--- src/rtl/fft_frame_ctrl.sv ---
// fft_frame_ctrl: frame sequencer in front of an FFT core.
//   Collects N = 2**N_2 real samples from a free-running source, loads them
//   into the core, starts it, waits for core_done (with timeout) and streams
//   the N complex bins out with index and last markers.
// Ports:
//   clk, reset            clock, asynchronous active-high reset
//   en                    run enable; frames start only while high
//   s_valid/s_data/s_ready  sample stream in (source cannot stall)
//   core_load/core_rd     registered load strobe and sample to the core
//   core_start            one-cycle start pulse to the core
//   core_done/core_wd     core results, bin k on the k-th cycle after rise
//   m_valid/m_data/m_bin/m_last  bin stream out, no backpressure
//   busy                  sequencer not idle
//   err_timeout           sticky core timeout flag
//   drop_cnt              saturating count of samples offered while not ready
//   frame_cnt             wrapping count of fully emitted frames
module fft_frame_ctrl #(
    parameter int unsigned WIDTH   = 16,
    parameter int unsigned N_2     = 5,
    parameter int unsigned TIMEOUT = 1024,
    parameter int unsigned CNT_W   = 16
) (
    input  logic               clk,
    input  logic               reset,
    input  logic               en,
    input  logic               s_valid,
    input  logic [WIDTH-1:0]   s_data,
    output logic               s_ready,
    output logic               core_load,
    output logic [WIDTH-1:0]   core_rd,
    output logic               core_start,
    input  logic               core_done,
    input  logic [2*WIDTH-1:0] core_wd,
    output logic               m_valid,
    output logic [2*WIDTH-1:0] m_data,
    output logic [N_2-1:0]     m_bin,
    output logic               m_last,
    output logic               busy,
    output logic               err_timeout,
    output logic [CNT_W-1:0]   drop_cnt,
    output logic [CNT_W-1:0]   frame_cnt
);

    localparam int unsigned TMR_W = (TIMEOUT > 2) ? $clog2(TIMEOUT) : 1;

    // Last sample / bin index of a frame (all ones in N_2 bits).
    localparam logic [N_2-1:0] IDX_LAST = {N_2{1'b1}};

    // Timer value one cycle before it reaches TIMEOUT-1; comparing here makes
    // err_timeout visible exactly TIMEOUT cycles after the core_start cycle.
    localparam logic [TMR_W-1:0] TMR_LAST = TMR_W'(TIMEOUT - 2);

    typedef enum logic [2:0] {
        IDLE,
        LOAD,
        FLUSH,
        START,
        RUN,
        UNLOAD
    } state_t;

    state_t           state;
    logic [N_2-1:0]   samp_cnt;
    logic [N_2-1:0]   bin_cnt;
    logic [TMR_W-1:0] timer;

    // Sequencer: state, registered handshakes/strobes, counters.
    // s_ready and busy are kept as registered images of (state == LOAD) and
    // (state != IDLE), so every transition updates them together with state.
    always_ff @(posedge clk or posedge reset) begin
        if (reset) begin
            state       <= IDLE;
            s_ready     <= 1'b0;
            busy        <= 1'b0;
            core_load   <= 1'b0;
            core_rd     <= '0;
            core_start  <= 1'b0;
            m_valid     <= 1'b0;
            m_data      <= '0;
            m_bin       <= '0;
            m_last      <= 1'b0;
            err_timeout <= 1'b0;
            drop_cnt    <= '0;
            frame_cnt   <= '0;
            samp_cnt    <= '0;
            bin_cnt     <= '0;
            timer       <= '0;
        end else begin
            core_load  <= 1'b0;
            core_start <= 1'b0;
            m_valid    <= 1'b0;
            m_last     <= 1'b0;

            // Any offered sample we cannot take is lost; count it, saturating.
            if (s_valid && !s_ready && (drop_cnt != {CNT_W{1'b1}})) begin
                drop_cnt <= drop_cnt + CNT_W'(1);
            end

            case (state)
                IDLE: begin
                    if (en) begin
                        state   <= LOAD;
                        s_ready <= 1'b1;
                        busy    <= 1'b1;
                    end
                end

                LOAD: begin
                    // The sample accepted this cycle is always forwarded,
                    // even when the frame is being abandoned.
                    if (s_valid) begin
                        core_load <= 1'b1;
                        core_rd   <= s_data;
                    end
                    if (!en) begin
                        samp_cnt <= '0;
                        state    <= IDLE;
                        s_ready  <= 1'b0;
                        busy     <= 1'b0;
                    end else if (s_valid) begin
                        // Wraps back to zero on the N-th acceptance.
                        samp_cnt <= samp_cnt + N_2'(1);
                        if (samp_cnt == IDX_LAST) begin
                            state   <= FLUSH;
                            s_ready <= 1'b0;
                        end
                    end
                end

                FLUSH: begin
                    // Last core_load is on the wire now; start pulse follows.
                    state      <= START;
                    core_start <= 1'b1;
                end

                START: begin
                    timer <= '0;
                    state <= RUN;
                end

                RUN: begin
                    timer <= timer + TMR_W'(1);
                    if (core_done) begin
                        // Bin 0 is captured in the cycle core_done is seen.
                        m_valid <= 1'b1;
                        m_data  <= core_wd;
                        m_bin   <= '0;
                        bin_cnt <= N_2'(1);
                        state   <= UNLOAD;
                    end else if (timer == TMR_LAST) begin
                        err_timeout <= 1'b1;
                        state       <= IDLE;
                        busy        <= 1'b0;
                    end
                end

                UNLOAD: begin
                    // core_done is not consulted: all N bins are taken.
                    m_valid <= 1'b1;
                    m_data  <= core_wd;
                    m_bin   <= bin_cnt;
                    m_last  <= (bin_cnt == IDX_LAST);
                    bin_cnt <= bin_cnt + N_2'(1);
                    if (bin_cnt == IDX_LAST) begin
                        frame_cnt <= frame_cnt + CNT_W'(1);
                        if (en) begin
                            state   <= LOAD;
                            s_ready <= 1'b1;
                        end else begin
                            state <= IDLE;
                            busy  <= 1'b0;
                        end
                    end
                end

                default: begin
                    state   <= IDLE;
                    s_ready <= 1'b0;
                    busy    <= 1'b0;
                end
            endcase
        end
    end

endmodule

--- config.mk ---
export PLATFORM = sky130hd
export DESIGN_NAME = fft_frame_ctrl
export DESIGN_NICKNAME = d
export VERILOG_FILES = /design/src/rtl/fft_frame_ctrl.sv
export SDC_FILE = /design/constraint.sdc
export NUM_CORES = 1
export LEC_CHECK = 0
export ABC_CLOCK_PERIOD_IN_PS = 3850
export CORE_ASPECT_RATIO = 0.5
export CORE_MARGIN = 2
export CORE_UTILIZATION = 48
export DETAILED_ROUTE_END_ITERATION = 10
export PLACE_DENSITY = 0.9
export SYNTH_ARGS = -nofsm -noshare
export SYNTH_HDL_FRONTEND = slang
export SYNTH_SLANG_ARGS = --single-unit
--- constraint.sdc ---
create_clock -name clk -period 3.85 [get_ports clk]
set_input_delay 0.385 -clock clk [delete_from_list [all_inputs] [get_ports clk]]
set_output_delay 0.385 -clock clk [all_outputs]
set_load 0.1 [all_outputs]
==> Yosys cells after proc, flatten, opt, wreduce, memory -nomap -nowiden <==
Cells that the tools add are included.
{ "op_classes": {"addsub": 5, "n_eq_ne": 18, "muxes": 36, "bitwise": 3, "reduce_logical": 16} }
{ "ops": {"columns": ["cell", "count"], "rows": [
  ["$pmux W32 S2", 1],
  ["$add A16 B1 Y16 const B", 2],
  ["$mux W32", 1],
  ["$mux W3", 7],
  ["$mux W5", 4],
  ["$pmux W10 S2", 1],
  ["$pmux W5 S2", 2],
  ["$pmux W3 S6", 1],
  ["$mux W1", 16],
  ["$ne A16 B16 Y1 const B", 1],
  ["$add A10 B1 Y10 const B", 1],
  ["$add A5 B1 Y5 const B", 2],
  ["$eq A10 B10 Y1 const B", 1],
  ["$eq A5 B5 Y1 const B", 2],
  ["$ne A2 B2 Y1 const B", 5],
  ["$reduce_and A5 Y1", 2],
  ["$ne A3 B3 Y1 const B", 3],
  ["$reduce_and A2 Y1", 4],
  ["$eq A3 B2 Y1 const B", 2],
  ["$eq A3 B3 Y1 const B", 2],
  ["$pmux W1 S5", 1],
  ["$pmux W1 S4", 1],
  ["$reduce_and A4 Y1", 1],
  ["$reduce_bool A2 Y1", 2],
  ["10 further kinds", 13]
]} }
{ "word_totals": {"regBits": 115, "inputBits": 53, "out_inout_bits": 92, "word_cells": 94} }

==> Longest topological paths before layout <==
{ "logic_depth": {"depth_word": 5, "ltp_mapped": 8, "depth_no_buf": 8} }

==> Worst setup path after synthesis <==
OpenSTA, ideal clock, no wires.
{ "synth_timing": {"kind": "register -> register", "start": "register drop_cnt[0]", "end": "register drop_cnt[14]", "setup_ns": 0.162, "arrival_ns": 2.173, "setup_slack_ns": 1.515, "path_stages_with_launch": 6, "n_path_buf": 0, "period_less_slack_ns": 2.335, "cell_sequence": "dfrtp_1 -> ha_1 -> and4_1 -> nand2_1 -> a2111oi_2 -> xor2_1"} }
{ "synth_between": {"elab_chain_cells": 2, "elab_cells_between_ends": 3, "classes_between": "add/sub: 1; eq/ne: 1; reduce/logical: 1"} }
{ "synth_lines": {"columns": ["item", "line_no", "text"], "rows": [
  ["start, declared", "40", "output logic [CNT_W-1:0] drop_cnt,"],
  ["start signal, assigned", "96", "drop_cnt <= drop_cnt + CNT_W'(1);"],
  ["parallel branches: the longest is 2 deep, another holds $add A16 B1 Y16", null, null]
]} }
Parallel ways; which one is timed is not known.
A chain may end at the register's enable or synchronous reset.

==> Worst setup path in the final report <==
{ "layout_timing": {"start": "register drop_cnt[15]", "end": "output port drop_cnt[15]"} }
No word-level cell between the ends.

==> impl_metrics.yaml <==
floorplanning:
  rows: 26
  die-area_um2: 11600
  core-area_um2: 10300
  start_util_pct: 49.8
  io_pins: 145
  die_x_um: 150
  fp.dieH_um: 77.0
worst_setup_path:
  path_buf_inv: 1
  reg2reg_setup_slack_ns: 1.39
  crit_required_ns: 3.46
  crit_family: "buffers and inverters"
  cp_max_fo: 7
  slowest_stage: "clkdlybuf4s50_1"
  worstSetupPathType: "reg -> out"
  startpoint_type: "flop"
  worst_ep_arrival_time_ns: 2.09
  end_kind: "output port"
  max_stage_delay_ns: 1.19
  critical_path.cell_chain: "clkdlybuf4s50_1"
timing:
  worst_pin_slew_ns: 1.03
  fmax_mhz: 405
  skew_ns: 0.00859
  slew_headroom_pct: 31.3
  slew_viol_final: 0
  whs_ns: 0.460
  setup_tns_ns: 0
  rsz0062_at_grt: "no"
  finalSetupViolations: 0
  period_share_pct: 64.2
  hold_violations: 0
  min_period_ns: 2.47
cts:
  htree_levels: 4
  holdBufCountCts: 0
  numCtsBuffers: 17
  cts_tree: "yes"
  cts_root_buffer: "clkbuf_16"
  cts_max_path_buffers: 2
  cts_setup_buffers: 0
  ctsResizeCount: 0
  clock_latency_ns: 0.40
  clkSlewWorstSetupHoldPaths_ns: 0.05
  clock-sinks: 115
synthesis:
  synth_top_area_share_pct: 56.2
  synth_area_leaders: "dfrtp_1 56%, mux2_2 9.2%, xnor2_1 2.7%, mux2_4 2.6%, a22o_1 2.4%"
  avgSynthCellArea_um2: 12.5
  ys_seq_elements: 115
  netlist_area_um2: 5120
  yosysWarnings: 0
  synth.most_common_cell: "dfrtp_1"
  yosysUniqueCellTypes: 50
  synth-main-ff-cell: "dfrtp_1"
  syn-num-nets: 469
  ys_seq_area_share_pct: 56.2
  synthTopCellsByCount: "115 x dfrtp_1, 42 x mux2_2, 31 x nand2_1"
  synth_cells: 408
  synth-edff-count: 0
  yosysTopAreaCell: "dfrtp_1"
  synthArstFlopShare_pct: 100
global_route:
  grt_pass1_wl_um: 20500
  grt_max_degree: 70
  antenna_found_initial: 0
  overflow: 0
  grt.total_usage_pct: 22.8
  grt_pass1_vias: 4011
layout:
  area_growth_pct: 42.9
  layout-drive-gt1-share_pct: 16.5
  fin_nets: 619
  antenna_cells: 0
placed_design:
  place_hpwl_um: 8210
  port_buffers: 144
  gp_congestion: 0.839
routing:
  drc: 0
  ant_nets: 0
  routed_wl_um: 12500
  via_count: 3835
  dr.pass1.iters: 7
  wl_per_cell_um: 17.6
  drt_iter0_markers: 231
  vias_per_cell: 5.39
min_path:
  hold_path.class: "reg -> reg"
status:
  outcome: "complete, no violations"
run:
  max_cap_violations: 0
## cells by family after synthesis
family	synth area share, %
buffers and inverters	2.64
DFF	56.2
and+or+nand+nor	13.9
adders and majority gates	1.96
AOI/OAI and AO/OA	8.43
xor gates and xnor gates	4.45
muxes	12.5
## routing by layer
| layer | GRT usage, % | share of wire, % | wire length [um] |
|---|---|---|---|
| met1 | 27.4 | 41 | 5080 |
| met2 | 40.2 | 53 | 6680 |
| met3 | 5.54 | 4.0 | 499 |
| met4 | 8.11 | 1.8 | 226 |
| met5 | 0 | 0 | 0 |
## worst register-to-register path, cell delays in order, from the launching register on
cell and delay (ns):
dfrtp_1 0.75, or3b_1 0.58, nor2_4 0.59, mux2_2 0.42
## cell usage in the layout (no fill, tap or decap), types with 12 or more instances in the layout
cell type	n
a21oi_1	13
a22o_1	14
clkbuf_16	17
clkdlybuf4s50_1	144
dfrtp_1	115
mux2_2	42
nand2_1	31
nand3_1	18
nand4_1	13
o21ai_0	12
xnor2_1	16
## state kept, by name, indices dropped and copies added, names as in the netlist
| register | flops |
|---|---|
| frame_cnt | 16 |
| core_rd | 16 |
| state | 3 |
| m_data | 32 |
| samp_cnt | 5 |
| timer | 10 |
| busy | 1 |
| drop_cnt | 16 |
| core_start | 1 |
| bin_cnt | 5 |
| s_ready | 1 |
| m_last | 1 |
| err_timeout | 1 |
| m_valid | 1 |
| m_bin | 5 |
| core_load | 1 |
## final cells by class
class,instances,area (um^2)
Fill cell,713,2960
Sequential cell,115,2880
Multi-Input combinational cell,267,2110
Timing Repair Buffer,146,1470
Clock buffer,23,488
Tap cell,140,175
Clock inverter,9,150
Inverter,11,43.8
## path summary, 6_finish.rpt
path	cells after the start	startpoint	end
max	1	drop_cnt[15]	drop_cnt[15]
min reg2reg	1	err_timeout	err_timeout
max reg2reg	3	state[0]	core_rd[1]
min	1	err_timeout	err_timeout
max in group asynchronous	3	reset	core_rd[4]
min in group asynchronous	2	reset	m_data[15]
## stage by stage
stage          util, %  instance area (um^2)  worst slack (ns)  std cells
6_report          71.2                  7320              1.38        711
5_1_grt           71.2                  7320              1.25        711
4_1_cts           71.2                  7320              1.36        711
3_5_place_dp      65.0                  6680              1.46        679
3_3_place_gp      65.0                  6680              1.56        679
2_1_floorplan        -                  5120             0.421        408
Power is left out: the tool's default activity adds up to more than one toggle a clock period on the data nets, which glitch-free logic cannot reach.
